==> src/rtl/gp_dcmp_pwm.sv <==
// rtl/gp_dcmp_pwm.sv - registered 8-bit comparator driving a complementary PWM pair with deadband
// Both outputs are decoded from the FSM state and registered with it, so they can never overlap.
module gp_dcmp_pwm #(
  parameter bit          GREATER_OR_EQUAL = 1'b1,
  parameter int unsigned DEADBAND         = 1
) (
  input  logic       clk_i,
  input  logic       rst_i,
  input  logic       pwrdn_i,
  input  logic [7:0] inp_i,
  input  logic [7:0] inn_i,
  output logic       greater_o,
  output logic       equal_o,
  output logic       outp_o,
  output logic       outn_o
);

  if (DEADBAND < 1 || DEADBAND > 15) begin : g_bad_deadband
    $error("gp_dcmp_pwm: DEADBAND must be in 1..15");
  end

  localparam logic [3:0] DCNT_LOAD = DEADBAND[3:0];

  typedef enum logic [1:0] {
    LOW_ON    = 2'd0,
    DEAD_RISE = 2'd1,
    HIGH_ON   = 2'd2,
    DEAD_FALL = 2'd3
  } state_t;

  state_t     state_q;
  logic [3:0] dcnt_q;
  logic       greater_q;
  logic       equal_q;
  logic       outp_q;
  logic       outn_q;
  logic       greater_d;
  logic       equal_d;

  always_comb begin
    greater_d = GREATER_OR_EQUAL ? (inp_i >= inn_i) : (inp_i > inn_i);
    equal_d   = (inp_i == inn_i);
  end

  // The FSM steers on the registered compare result, i.e. the value loaded one edge earlier.
  always_ff @(posedge clk_i) begin
    if (rst_i) begin
      greater_q <= 1'b0;
      equal_q   <= 1'b0;
      state_q   <= DEAD_FALL;
      dcnt_q    <= DCNT_LOAD;
      outp_q    <= 1'b0;
      outn_q    <= 1'b0;
    end else if (pwrdn_i) begin
      state_q <= DEAD_FALL;
      dcnt_q  <= DCNT_LOAD;
      outp_q  <= 1'b0;
      outn_q  <= 1'b0;
    end else begin
      greater_q <= greater_d;
      equal_q   <= equal_d;
      case (state_q)
        LOW_ON: begin
          if (greater_q) begin
            state_q <= DEAD_RISE;
            dcnt_q  <= DCNT_LOAD;
            outp_q  <= 1'b0;
            outn_q  <= 1'b0;
          end else begin
            outp_q <= 1'b0;
            outn_q <= 1'b1;
          end
        end
        DEAD_RISE: begin
          outn_q <= 1'b0;
          if (!greater_q) begin
            state_q <= DEAD_FALL;
            dcnt_q  <= DCNT_LOAD;
            outp_q  <= 1'b0;
          end else if (dcnt_q == 4'd1) begin
            state_q <= HIGH_ON;
            outp_q  <= 1'b1;
          end else begin
            dcnt_q <= dcnt_q - 4'd1;
            outp_q <= 1'b0;
          end
        end
        HIGH_ON: begin
          outn_q <= 1'b0;
          if (!greater_q) begin
            state_q <= DEAD_FALL;
            dcnt_q  <= DCNT_LOAD;
            outp_q  <= 1'b0;
          end else begin
            outp_q <= 1'b1;
          end
        end
        DEAD_FALL: begin
          outp_q <= 1'b0;
          if (greater_q) begin
            // Aborting restarts the full dead time toward the other side.
            state_q <= DEAD_RISE;
            dcnt_q  <= DCNT_LOAD;
            outn_q  <= 1'b0;
          end else if (dcnt_q == 4'd1) begin
            state_q <= LOW_ON;
            outn_q  <= 1'b1;
          end else begin
            dcnt_q <= dcnt_q - 4'd1;
            outn_q <= 1'b0;
          end
        end
        default: begin
          state_q <= DEAD_FALL;
          dcnt_q  <= DCNT_LOAD;
          outp_q  <= 1'b0;
          outn_q  <= 1'b0;
        end
      endcase
    end
  end

  assign greater_o = greater_q;
  assign equal_o   = equal_q;
  assign outp_o    = outp_q;
  assign outn_o    = outn_q;

endmodule

==> config.mk <==
export PLATFORM = sky130hd
export DESIGN_NAME = gp_dcmp_pwm
export DESIGN_NICKNAME = d
export VERILOG_FILES = /design/src/rtl/gp_dcmp_pwm.sv
export SDC_FILE = /design/constraint.sdc
export NUM_CORES = 1
export LEC_CHECK = 0
export ABC_AREA = 1
export BUFFER_PORTS_ARGS = -buffer_cell sky130_fd_sc_hd__buf_2
export CORE_UTILIZATION = 57
export CTS_BUF_LIST = sky130_fd_sc_hd__clkbuf_2
export DETAILED_ROUTE_END_ITERATION = 10
export PLACE_DENSITY = 0.92
export SLEW_MARGIN = 30
export SYNTH_ARGS = -nofsm -noshare
export SYNTH_HDL_FRONTEND = slang
export SYNTH_SLANG_ARGS = --single-unit
==> constraint.sdc <==
create_clock -name clk_i -period 2 [get_ports clk_i]
set_input_delay 0.3 -clock clk_i [delete_from_list [all_inputs] [get_ports clk_i]]
set_output_delay 0.3 -clock clk_i [all_outputs]
set_load 0.02 [all_outputs]
Word level (Yosys, flattened, before mapping)
Cells that the tools add are included. W data, S select, Z words.

Bits in registers: 10. Input port bits: 19. Output and inout port bits: 4.

$lt $le $gt $ge: 1. Add/sub/neg operators: 1. Reduce and logical (&&, ||, !) cells: 6. Equality and inequality tests: 9. Mux-type cells: 20.

Operators by type and width (count): $mux W4 (5); $pmux W4 S4 (1); $mux W2 (6); $eq A8 B8 Y1 (1); $ge A8 B8 Y1 (1); $pmux W2 S4 (1); $ne A3 B3 Y1 const B (2); $pmux W1 S3 (2); $reduce_or A2 Y1 (3); $mux W1 (5); $eq A2 B2 Y1 const B (2); $eq A4 B1 Y1 const B (1); $ne A2 B2 Y1 const B (2); $reduce_and A4 Y1 (1); $sub A4 B1 Y4 const B (1); $eq A2 B1 Y1 const B (1); $logic_not A2 Y1 (1); $reduce_and A2 Y1 (1).

Longest topological paths before layout
Gate-level depths: netlist (run 1).

Depth in word-level cells: 4. Depth in mapped cells: 9. Gate-level depth less buffers: 9.

Worst setup path before layout (run 1)
Ideal clock, no wire load.

Kind: register to register. Start point: register state_q[0]. End point: register dcnt_q[0]. Slack: 0.743 ns. Library setup time: 0.117 ns. Path buffers: 0. Stages on the path, launching flop included: 8. Data required time: 1.883 ns. Arrival: 1.140 ns. Cell sequence: dfxtp_1 > inv_1 > ha_1 > nand2_1 > nand2_2 > nor2_2 > xor2_1 > nand2_1.

Word-level cells in the longest chain between the ends: 3. Elaborated cells between the ends (all ways): 8.

RTL lines: start: declaration (RTL line 31) `state_t state_q;`; start signal: assignment (RTL line 50) `state_q <= DEAD_FALL;`; start signal: assignment (RTL line 55) `state_q <= DEAD_FALL;`; start signal: assignment (RTL line 65) `state_q <= DEAD_RISE;`; $eq A2 B2 Y1 / $logic_not A2 Y1 (equally long branches) (RTL line 62) `case (state_q)`; $ne A2 B2 Y1 (no line); $reduce_and A2 Y1 (no line); end signal: assignment (RTL line 84) `dcnt_q <= dcnt_q - 4'd1;`; end signal: assignment (RTL line 109) `dcnt_q <= dcnt_q - 4'd1;`; end: declaration (RTL line 32) `logic [3:0] dcnt_q;`.

Several ways; a longest one is shown, not always the timed one. A chain may end at the register's enable or synchronous reset.

Worst setup path in the final report (run 1)
Same ends and word-level chain as after synthesis.

==> flow_metrics.py, run 1 <==
metrics = {
    "sta": {
        "hold_viol_final": 0,
        "finalCritPeriodShare_pct": 68.9,
        "relSlewSlack_pct": 72.8,
        "fin_skew_ns": 0.00954,
        "rsz0062_at_grt": "no",
        "drv_slew": 0,
        "setup_violations": 0,
        "fin_tns_setup_ns": 0,
        "worstMarginPinSlew_ns": 0.407,
        "fmax_mhz": 725,
        "fin_crit_ns": 1.38,
    },
    "route": {
        "num_vias": 800,
        "totalWireLength_um": 1670,
        "drc": 0,
        "dr.pass1.iters": 4,
        "first_iter_violations": 21,
        "ant_nets": 0,
        "routed_via_density": 4.91,
        "wl_per_cell_um": 10.2,
    },
    "floorplanning": {
        "die_area_um2": 1590,
        "die_w_um": 39.9,
        "io_pins": 23,
        "die_height_um": 39.9,
        "core_area_um2": 1320,
        "placementRows": 13,
        "initial_utilization_pct": 62.1,
    },
    "global_routing": {
        "grt_usage_pct": 25.4,
        "grt_pass1_vias": 680,
        "grt_pass1_wl_um": 2640,
        "grt_overflow": 0,
        "antenna_found_initial": 0,
        "grt_start_max_net_pins": 8,
    },
    "finish": {
        "nets": 183,
        "antenna_cells": 0,
        "mostFrequentLayoutCells": "nand2_1 (33), inv_1 (23), buf_2 (22)",
        "drive_above_1_share_pct": 23.6,
        "mostFrequentLayoutCell": "nand2_1",
        "area_delta_synth_final_pct": 18.0,
        "fill_cells": 107,
    },
    "logic_synthesis": {
        "ys_warn_count": 0,
        "synth.avg_cell_area_um2": 6.71,
        "ys_top_cells_by_area": "dfxtp_1 (24%), ha_1 (23%), nand2_1 (15%)",
        "synth-seq-area-share_pct": 24.5,
        "synthesis.area_um2": 818,
        "ys_seq_elements": 10,
        "yosysTopAreaCell": "dfxtp_1",
        "postSynthCellCount": 122,
        "yosysUniqueCellTypes": 18,
        "synth_top_area_share_pct": 24.5,
        "synth_nets": 156,
    },
    "worst_hold_path": {
        "hp-class": "primary input to register",
    },
    "run_status": {
        "status": "finished, final reports clean",
    },
    "pwr": {
        "power_per_cell_area_nw_per_um2": 486,
        "ir_drop_mv": 0.296,
        "p_leak_nw": 0.574,
        "finalPower_uw": 469,
    },
    "critical_path": {
        "critPathKind": "register to register",
        "crit_path_cell_trace": "inv_1 -> ha_1 -> nand2_1 -> nand2_2 -> nor2_2 -> xor2_1 -> nand2_1",
        "path_buf_inv": 1,
        "crit_path_start_kind": "register",
        "worstSetupEndpointType": "register",
        "slowest_delay_ns": 0.40,
        "crit_top_cell": "nand2_1",
        "crit_path_top_delay_cell": "dfxtp_1",
        "arrival_ns": 1.53,
        "crit_family": "simple AND/OR/NAND/NOR gates",
        "worstPathMaxFanout": 4,
        "cp.required_ns": 2.16,
    },
    "job": {
        "drv_cap": 0,
    },
    "clock_tree": {
        "cts-buffers-inserted": 3,
        "cts_setup_buffers": 0,
        "h-tree-depth": 1,
        "cts_hold_buf": 0,
        "clk_path_buf_depth": 2,
        "cts.sinks": 10,
        "cts_tree": "yes",
        "path_clk_slew_ns": 0.11,
        "cts.repair.resized": 0,
        "cts_root_buffer": "clkbuf_2",
        "insertion_delay_ns": 0.25,
    },
    "placement": {
        "place.detailed.hpwl_um": 1380,
        "gp_congestion": 0.739,
        "port_buffers": 22,
    },
}
-- Yosys cell counts, drive strengths merged --
cell type	n
o21a	1
nand2	36
xor2	1
o21ai	4
a21oi	8
nor2	12
dfxtp	10
a211oi	1
o211ai	1
nand3	7
inv	26
ha	15
-- sequential cells by signal (all words and copies together), names as in the netlist --
register   count
dcnt_q         4
equal_o        1
greater_o      1
outn_o         1
outp_o         1
state_q        2
-- kinds of logic (layout without fill, tap and decap cells) --
| group | Yosys count | in the layout | share of synthesized area [%] |
|---|---|---|---|
| xor gates and xnor gates | 1 | 1 | 1.07 |
| AOI/OAI and AO/OA | 15 | 15 | 11.5 |
| and+or+nand+nor | 55 | 55 | 28.1 |
| buffers and inverters | 26 | 52 | 11.9 |
| DFF | 10 | 10 | 24.5 |
| adders and majority gates | 15 | 15 | 22.9 |
-- power by group --
part | leakage, nW | switching, mW | total [mW] | internal [mW]
Sequential | 0.0817 | 0.00882 | 0.217 | 0.208
Clock | 0.0140 | 0.0687 | 0.112 | 0.0435
Combinational | 0.478 | 0.0806 | 0.140 | 0.0590
-- through the flow --
| stage | util (%) | hold WS, ns | worst slack (ns) | instances | cell area, um2 |
|---|---|---|---|---|---|
| after global placement | 71.9 | 0.490 | 0.702 | 159 | 947 |
| after CTS | 73.3 | 0.314 | 0.611 | 163 | 966 |
| after detailed placement | 71.9 | 0.496 | 0.622 | 159 | 947 |
| final | 73.3 | 0.321 | 0.622 | 163 | 966 |
| after global routing | 73.3 | 0.336 | 0.479 | 163 | 966 |
| after floorplan | - | 0.461 | 0.743 | 122 | 818 |
-- layer usage --
metal | vias to the layer above | global-route usage [%] | share of wire (%)
li1 | 428 | - | -
met1 | 344 | 27.2 | 42
met2 | 22 | 46.0 | 52
met3 | 6 | 5.68 | 3.4
met4 | 0 | 11.2 | 2.6
met5 | - | 0 | 0
-- area by class of cell --
cell class / count / area (um2) / area share (%)
clock inverters: 1 / 3.75 / 0.389
clock buffers: 3 / 15.0 / 1.55
flip-flops and latches: 10 / 200 / 20.7
repair buffers: 22 / 110 / 11.4
multi-input cells: 86 / 520 / 53.9
well taps: 15 / 18.8 / 1.94
inverters: 26 / 97.6 / 10.1
-- path summary, 6_finish.rpt --
kind | start | slack [ns] | cells after the start | endpoint
setup / recovery | state_q[0]$_SDFFE_PP1P_ | 0.62 | 7 | dcnt_q[0]$_SDFFE_PP1P_
hold / removal | rst_i | 0.32 | 4 | greater_o$_SDFFE_PP0N_
hold reg to reg | dcnt_q[3]$_SDFFE_PP0P_ | 0.51 | 2 | dcnt_q[3]$_SDFFE_PP0P_
setup reg to reg | state_q[0]$_SDFFE_PP1P_ | 0.62 | 7 | dcnt_q[0]$_SDFFE_PP1P_
-- tightest hold or removal path: stages --
cell	delay, ns
buf_2	0.09
inv_1	0.04
o21ai_0	0.06
a21oi_1	0.04
No activity file was read; power rests on OpenSTA's default activity.
==> run 2: changes to the inputs <==
--- a/config.mk
+++ b/config.mk
@@ -5,12 +5,12 @@
 export SDC_FILE = /design/constraint.sdc
 export NUM_CORES = 1
 export LEC_CHECK = 0
-export ABC_AREA = 1
+export ABC_AREA = 0
 export BUFFER_PORTS_ARGS = -buffer_cell sky130_fd_sc_hd__buf_2
-export CORE_UTILIZATION = 57
+export CORE_UTILIZATION = 53
 export CTS_BUF_LIST = sky130_fd_sc_hd__clkbuf_2
 export DETAILED_ROUTE_END_ITERATION = 10
-export PLACE_DENSITY = 0.92
+export PLACE_DENSITY = 0.87
 export SLEW_MARGIN = 30
 export SYNTH_ARGS = -nofsm -noshare
 export SYNTH_HDL_FRONTEND = slang
==> constraint.sdc (replaced) <==
create_clock -name clk_i -period 1.35 [get_ports clk_i]
set_input_delay 0.2025 -clock clk_i [delete_from_list [all_inputs] [get_ports clk_i]]
set_output_delay 0.2025 -clock clk_i [all_outputs]
set_load 0.02 [all_outputs]
==> flow_metrics.py, run 2 <==
metrics = {
    "logic_synthesis": {
        "postSynthCellCount": 93,
        "synth_most_common_cell": "ha_1",
        "synth_nets": 127,
        "yosysUniqueCellTypes": 29,
        "synth_edf_count": 0,
        "synthArstFlopShare_pct": 0,
        "ys_seq_elements": 10,
        "ys_warn_count": 0,
        "synth_top_area_share_pct": 24.8,
        "synth_ff_type": "dfxtp_1",
        "synthTopCellsByCount": "ha_1 (15), inv_1 (14), dfxtp_1 (10)",
        "synth-seq-area-share_pct": 24.8,
        "synthesis.area_um2": 807,
        "ys_top_cells_by_area": "dfxtp_1 (25%), ha_1 (23%), inv_1 (6.5%)",
        "yosysTopAreaCell": "dfxtp_1",
        "synth.avg_cell_area_um2": 8.68,
    },
    "route": {
        "ant_nets": 0,
        "first_iter_violations": 12,
        "totalWireLength_um": 2100,
        "wl_per_cell_um": 14.6,
        "drc": 0,
        "routed_via_density": 5.82,
        "num_vias": 838,
        "dr.pass1.iters": 5,
    },
    "placement": {
        "port_buffers": 22,
        "place.detailed.hpwl_um": 1500,
        "placed_cell_area_um2": 1020,
        "place_ws_ns": -0.147,
        "dpl.cell_count": 139,
        "gp_congestion": 0.804,
    },
    "sta": {
        "fmax_mhz": 729,
        "finalCritPeriodShare_pct": 102,
        "fin_hold_ws_ns": 0.177,
        "rsz0062_at_grt": "yes",
        "fin_skew_ns": 0.0107,
        "worstMarginPinSlew_ns": 0.314,
        "relSlewSlack_pct": 78.5,
        "fin_ws_ns": -0.0214,
        "fin_crit_ns": 1.37,
        "drv_slew": 0,
        "hold_viol_final": 0,
        "fin_tns_setup_ns": -0.0283,
        "setup_violations": 3,
    },
    "floorplanning": {
        "io_pins": 23,
        "initial_utilization_pct": 59.1,
        "die_height_um": 41.0,
        "die_w_um": 41.0,
        "placementRows": 13,
        "core_area_um2": 1370,
        "die_area_um2": 1680,
    },
    "critical_path": {
        "path_buf_inv": 2,
        "crit_path_cell_trace": "inv_2 -> ha_4 -> nor3b_4 -> buf_6 -> o21ai_4 -> mux2i_1 -> nand2_1",
        "arrival_ns": 1.54,
        "slowest_delay_ns": 0.35,
        "r2r-end": "state_q[1]$_SDFFE_PP1P_",
        "worstSetupEndpointType": "register",
        "worstPathMaxFanout": 3,
        "r2r_start": "dcnt_q[1]$_SDFFE_PP0P_",
        "crit_family": "flip-flops",
        "crit_path_top_delay_cell": "dfxtp_2",
        "r2r_slack_ns": -0.02,
        "r2r_cells": 7,
        "cp.required_ns": 1.51,
        "critPathKind": "register to register",
        "crit_path_start_kind": "register",
    },
    "clock_tree": {
        "h-tree-depth": 1,
        "cts-buffers-inserted": 3,
        "clk_path_buf_depth": 2,
        "path_clk_slew_ns": 0.11,
        "cts_root_buffer": "clkbuf_2",
        "cts_hold_buf": 0,
        "cts.sinks": 10,
        "insertion_delay_ns": 0.27,
        "cts_tree": "yes",
    },
    "worst_hold_path": {
        "min-delay-start": "rst_i",
        "worstHoldEndpoint": "equal_o$_SDFFE_PP0N_",
        "hp-class": "primary input to register",
        "holdPathStages": 2,
    },
    "finish": {
        "drive_above_1_share_pct": 47.3,
        "antenna_cells": 0,
        "final_cells": 144,
        "largest_reg_flops": 4,
        "area_delta_synth_final_pct": 43.6,
        "largestRegisters": "dcnt_q x4, state_q x2",
        "top_register": "dcnt_q",
        "nets": 164,
        "fin_area_um2": 1160,
        "mostFrequentLayoutCell": "buf_2",
        "mostFrequentLayoutCells": "buf_2 (22), inv_1 (11), ha_1 (9)",
    },
    "pwr": {
        "p_leak_nw": 0.532,
        "power_per_cell_area_nw_per_um2": 679,
        "ir_drop_mv": 0.467,
    },
    "global_routing": {
        "grt_pass1_wl_um": 3290,
        "grt_start_max_net_pins": 10,
        "grt_overflow": 0,
        "grt_pass1_vias": 821,
        "antenna_found_initial": 0,
        "grt_usage_pct": 30.5,
    },
    "run_status": {
        "violations": "negative setup slack",
        "status": "complete, but fails checks",
    },
    "job": {
        "drv_cap": 0,
    },
}
run 2: through the flow:
stage	util, %	power, mW
after CTS	83.2	0.770
after global routing	84.8	0.838
after floorplan	-	0.470
after global placement	74.5	0.545
final	84.8	0.787
after detailed placement	74.5	0.557
run 2: timing repair:
action | CTS | global route
pin swaps | 7 | 4
setup buffers | 1 | 0
setup endpoints to repair | 6 | 7
endpoints found under the hold margin | 0 | 0
gates resized for setup | 24 | 6
run 2: routing by layer:
layer | wire (um) | up-vias | global-route usage (%)
li1 | - | 410 | -
met1 | 821 | 385 | 27.8
met2 | 1140 | 32 | 54.3
met3 | 98 | 11 | 11.4
met4 | 47 | 0 | 21.7
met5 | 0 | - | 0
run 2: final cells by class:
class	count	area [um2]
clock buffers	3	15.0
inverters	14	57.6
fillers	89	208
flip-flops and latches	10	211
repair buffers	34	215
well taps	15	18.8
multi-input cells	67	637
clock inverters	1	3.75
run 2: worst reg2reg max path: stages (launching register included):
cell     delay, ns
dfxtp_2       0.35
inv_2         0.05
ha_4          0.14
nor3b_4       0.15
buf_6         0.13
o21ai_4       0.18
mux2i_1       0.20
nand2_1       0.06
run 2: worst max-delay path by stage:
stage	start	endpoint	slack [ns]	cells past startpoint
final	dcnt_q[1]$_SDFFE_PP0P_	state_q[1]$_SDFFE_PP1P_	-0.02	7
after floorplan	state_q[0]$_SDFFE_PP1P_	dcnt_q[3]$_SDFFE_PP0P_	0.004	6
after global placement	inp_i[1]	greater_o$_SDFFE_PP0N_	-0.10	6
after CTS	state_q[1]$_SDFFE_PP1P_	dcnt_q[3]$_SDFFE_PP0P_	-0.02	6
after global routing	state_q[1]$_SDFFE_PP1P_	dcnt_q[3]$_SDFFE_PP0P_	-0.12	7
after detailed placement	state_q[0]$_SDFFE_PP1P_	dcnt_q[3]$_SDFFE_PP0P_	-0.15	6
run 2: cells by family after synthesis:
kind of cell	count (synthesis)	share of synthesized area, %
simple gates	27	20.8
compound gates	20	15.5
buf+inv	16	8.37
fa+ha+maj	15	23.3
flops	10	24.8
mux	5	7.29
run 2: report_power, final:
| part | internal (mW) | switching [mW] | leakage (nW) | total [mW] |
|---|---|---|---|---|
| combinational | 0.139 | 0.142 | 0.436 | 0.281 |
| sequential | 0.307 | 0.0193 | 0.0818 | 0.326 |
| clock | 0.0643 | 0.115 | 0.0140 | 0.180 |
| total | 0.510 | 0.277 | 0.532 | 0.787 |
==> run 3: changes to the inputs <==
--- a/config.mk
+++ b/config.mk
@@ -7,10 +7,10 @@
 export LEC_CHECK = 0
 export ABC_AREA = 0
 export BUFFER_PORTS_ARGS = -buffer_cell sky130_fd_sc_hd__buf_2
-export CORE_UTILIZATION = 53
+export CORE_UTILIZATION = 40
 export CTS_BUF_LIST = sky130_fd_sc_hd__clkbuf_2
 export DETAILED_ROUTE_END_ITERATION = 10
-export PLACE_DENSITY = 0.87
+export PLACE_DENSITY = 0.7
 export SLEW_MARGIN = 30
 export SYNTH_ARGS = -nofsm -noshare
 export SYNTH_HDL_FRONTEND = slang
==> flow_metrics.py, run 3 (same netlist as run 2, synthesis figures left out) <==
metrics = {
    "floorplanning": {
        "initial_utilization_pct": 44.8,
        "placementRows": 15,
        "die_area_um2": 2200,
        "die_w_um": 46.9,
        "core_area_um2": 1800,
        "io_pins": 23,
        "die_height_um": 46.9,
    },
    "pwr": {
        "seqPwrFrac_pct": 42.8,
        "ir_drop_mv": 0.365,
        "finalPower_uw": 752,
        "clockPowerShare_pct": 23.6,
        "p_comb_share_pct": 33.7,
        "p_switching_uw": 254,
        "power_per_cell_area_nw_per_um2": 678,
        "p_int_uw": 498,
        "swShare_pct": 33.8,
        "p_leak_nw": 0.525,
    },
    "clock_tree": {
        "cts_tree": "yes",
        "cts_hold_buf": 0,
        "insertion_delay_ns": 0.27,
        "path_clk_slew_ns": 0.11,
        "cts_root_buffer": "clkbuf_2",
        "cts.sinks": 10,
        "h-tree-depth": 1,
        "cts-buffers-inserted": 3,
        "clk_path_buf_depth": 2,
    },
    "global_routing": {
        "globalRouteMet1Util_pct": 21.9,
        "busiest_layer": "met2",
        "grt_overflow": 0,
        "grt_pass1_wl_um": 2820,
        "gr-usage-met3_pct": 2.31,
        "grt_pass1_vias": 703,
        "grtUsageMet2_pct": 31.1,
        "grt_usage_pct": 18.2,
        "antenna_found_initial": 0,
        "grt_start_max_net_pins": 10,
    },
    "finish": {
        "post-route-util_pct": 61.5,
        "antenna_cells": 0,
        "largest_reg_flops": 4,
        "drive_above_1_share_pct": 43.8,
        "largestRegisters": "dcnt_q x4, state_q x2",
        "nets": 165,
        "top_register": "dcnt_q",
        "area_delta_synth_final_pct": 37.4,
        "mostFrequentLayoutCell": "buf_2",
        "final_cells": 155,
        "mostFrequentLayoutCells": "buf_2 (22), buf_4 (13), inv_1 (12)",
    },
    "placement": {
        "place_ws_ns": -0.145,
        "dpl.cell_count": 148,
        "place.detailed.hpwl_um": 1410,
        "port_buffers": 22,
        "gp_congestion": 0.808,
    },
    "critical_path": {
        "r2r-end": "state_q[0]$_SDFFE_PP1P_",
        "slowest_delay_ns": 0.37,
        "cp.required_ns": 1.50,
        "worstPathMaxFanout": 3,
        "crit_path_top_delay_cell": "dfxtp_4",
        "crit_path_cell_trace": "inv_2 -> buf_4 -> ha_2 -> nor4_1 -> o21ai_1 -> nor2_1 -> a31oi_1",
        "crit_family": "simple AND/OR/NAND/NOR gates",
        "crit_path_start_kind": "register",
        "r2r_start": "state_q[0]$_SDFFE_PP1P_",
        "r2r_cells": 7,
        "arrival_ns": 1.55,
        "critPathKind": "register to register",
        "r2r_slack_ns": -0.05,
        "worstSetupEndpointType": "register",
        "path_buf_inv": 2,
    },
    "run_status": {
        "status": "complete, but fails checks",
        "violations": "negative setup slack",
    },
    "route": {
        "num_vias": 789,
        "drc": 0,
        "first_iter_violations": 6,
        "totalWireLength_um": 1790,
        "wl_per_cell_um": 11.6,
        "routed_via_density": 5.09,
        "dr.pass1.iters": 3,
        "ant_nets": 0,
    },
    "worst_hold_path": {
        "hp-class": "primary input to register",
        "worstHoldEndpoint": "equal_o$_SDFFE_PP0N_",
        "holdPathStages": 2,
        "min-delay-start": "rst_i",
    },
    "sta": {
        "fmax_mhz": 714,
        "rsz0062_at_grt": "yes",
        "fin_ws_ns": -0.0510,
        "drv_slew": 0,
        "relSlewSlack_pct": 76.6,
        "hold_viol_final": 0,
        "setup_violations": 4,
        "fin_skew_ns": 0.0145,
        "worstMarginPinSlew_ns": 0.348,
        "finalCritPeriodShare_pct": 104,
        "fin_crit_ns": 1.40,
    },
    "job": {
        "drv_cap": 0,
    },
}
run 3: cell count changes in the layout (fill, tap and decap cells not counted), sizes merged:
cell / previous run / this run
buf: 34 / 35
run 3: area by class of cell:
cell class	instances	area (um2)
clock buffers	3	15.0
multi-input cells	67	591
repair buffers	35	208
well taps	25	31.3
clock inverters	1	3.75
fillers	171	693
flip-flops and latches	10	208
inverters	14	52.6
run 3: routing by layer:
| layer | routed length, um | vias to the layer above | share of wire (%) |
|---|---|---|---|
| li1 | - | 402 | - |
| met1 | 775 | 355 | 43 |
| met2 | 898 | 25 | 50 |
| met3 | 75 | 7 | 4.2 |
| met4 | 44 | 0 | 2.5 |
| met5 | 0 | - | 0 |
run 3: worst max path at each step:
stage                            start                      end  slack [ns]  cells past startpoint
2_1_floorplan  state_q[0]$_SDFFE_PP1P_   dcnt_q[3]$_SDFFE_PP0P_       0.004                      6
3_3_place_gp                  inp_i[1]   greater_o$_SDFFE_PP0N_       -0.09                      6
5_1_grt        state_q[0]$_SDFFE_PP1P_  state_q[0]$_SDFFE_PP1P_       -0.17                      7
3_5_place_dp                  inp_i[1]   greater_o$_SDFFE_PP0N_       -0.14                      6
4_1_cts         dcnt_q[1]$_SDFFE_PP0P_        outn_o$_SDFF_PP0_       -0.06                      6
6_report       state_q[0]$_SDFFE_PP1P_  state_q[0]$_SDFFE_PP1P_       -0.05                      7
run 3: what timing repair did:
| action | in CTS | in global routing |
|---|---|---|
| pin swaps | 2 | 5 |
| gates cloned | 0 | 0 |
| gates resized for setup | 5 | 9 |
| setup buffers | 1 | 3 |
| endpoints found under the setup margin | 7 | 8 |
run 3: through the flow:
stage | cell area, um2 | hold slack [ns] | setup TNS [ns]
final | 1110 | 0.131 | -0.108
after global routing | 1110 | 0.132 | -0.569
after CTS | 1060 | 0.125 | -0.267
after detailed placement | 1020 | 0.442 | -0.473
after global placement | 1020 | 0.441 | -0.234
after floorplan | 821 | 0.275 | 0
run 3: power groups by stage:
stage	Sequential (mW)	Combinational [mW]	Clock (mW)
final	0.322	0.253	0.177
after global routing	0.324	0.280	0.196
after CTS	0.323	0.239	0.185
after detailed placement	0.329	0.227	0
after global placement	0.328	0.218	0
after floorplan	0.328	0.143	0
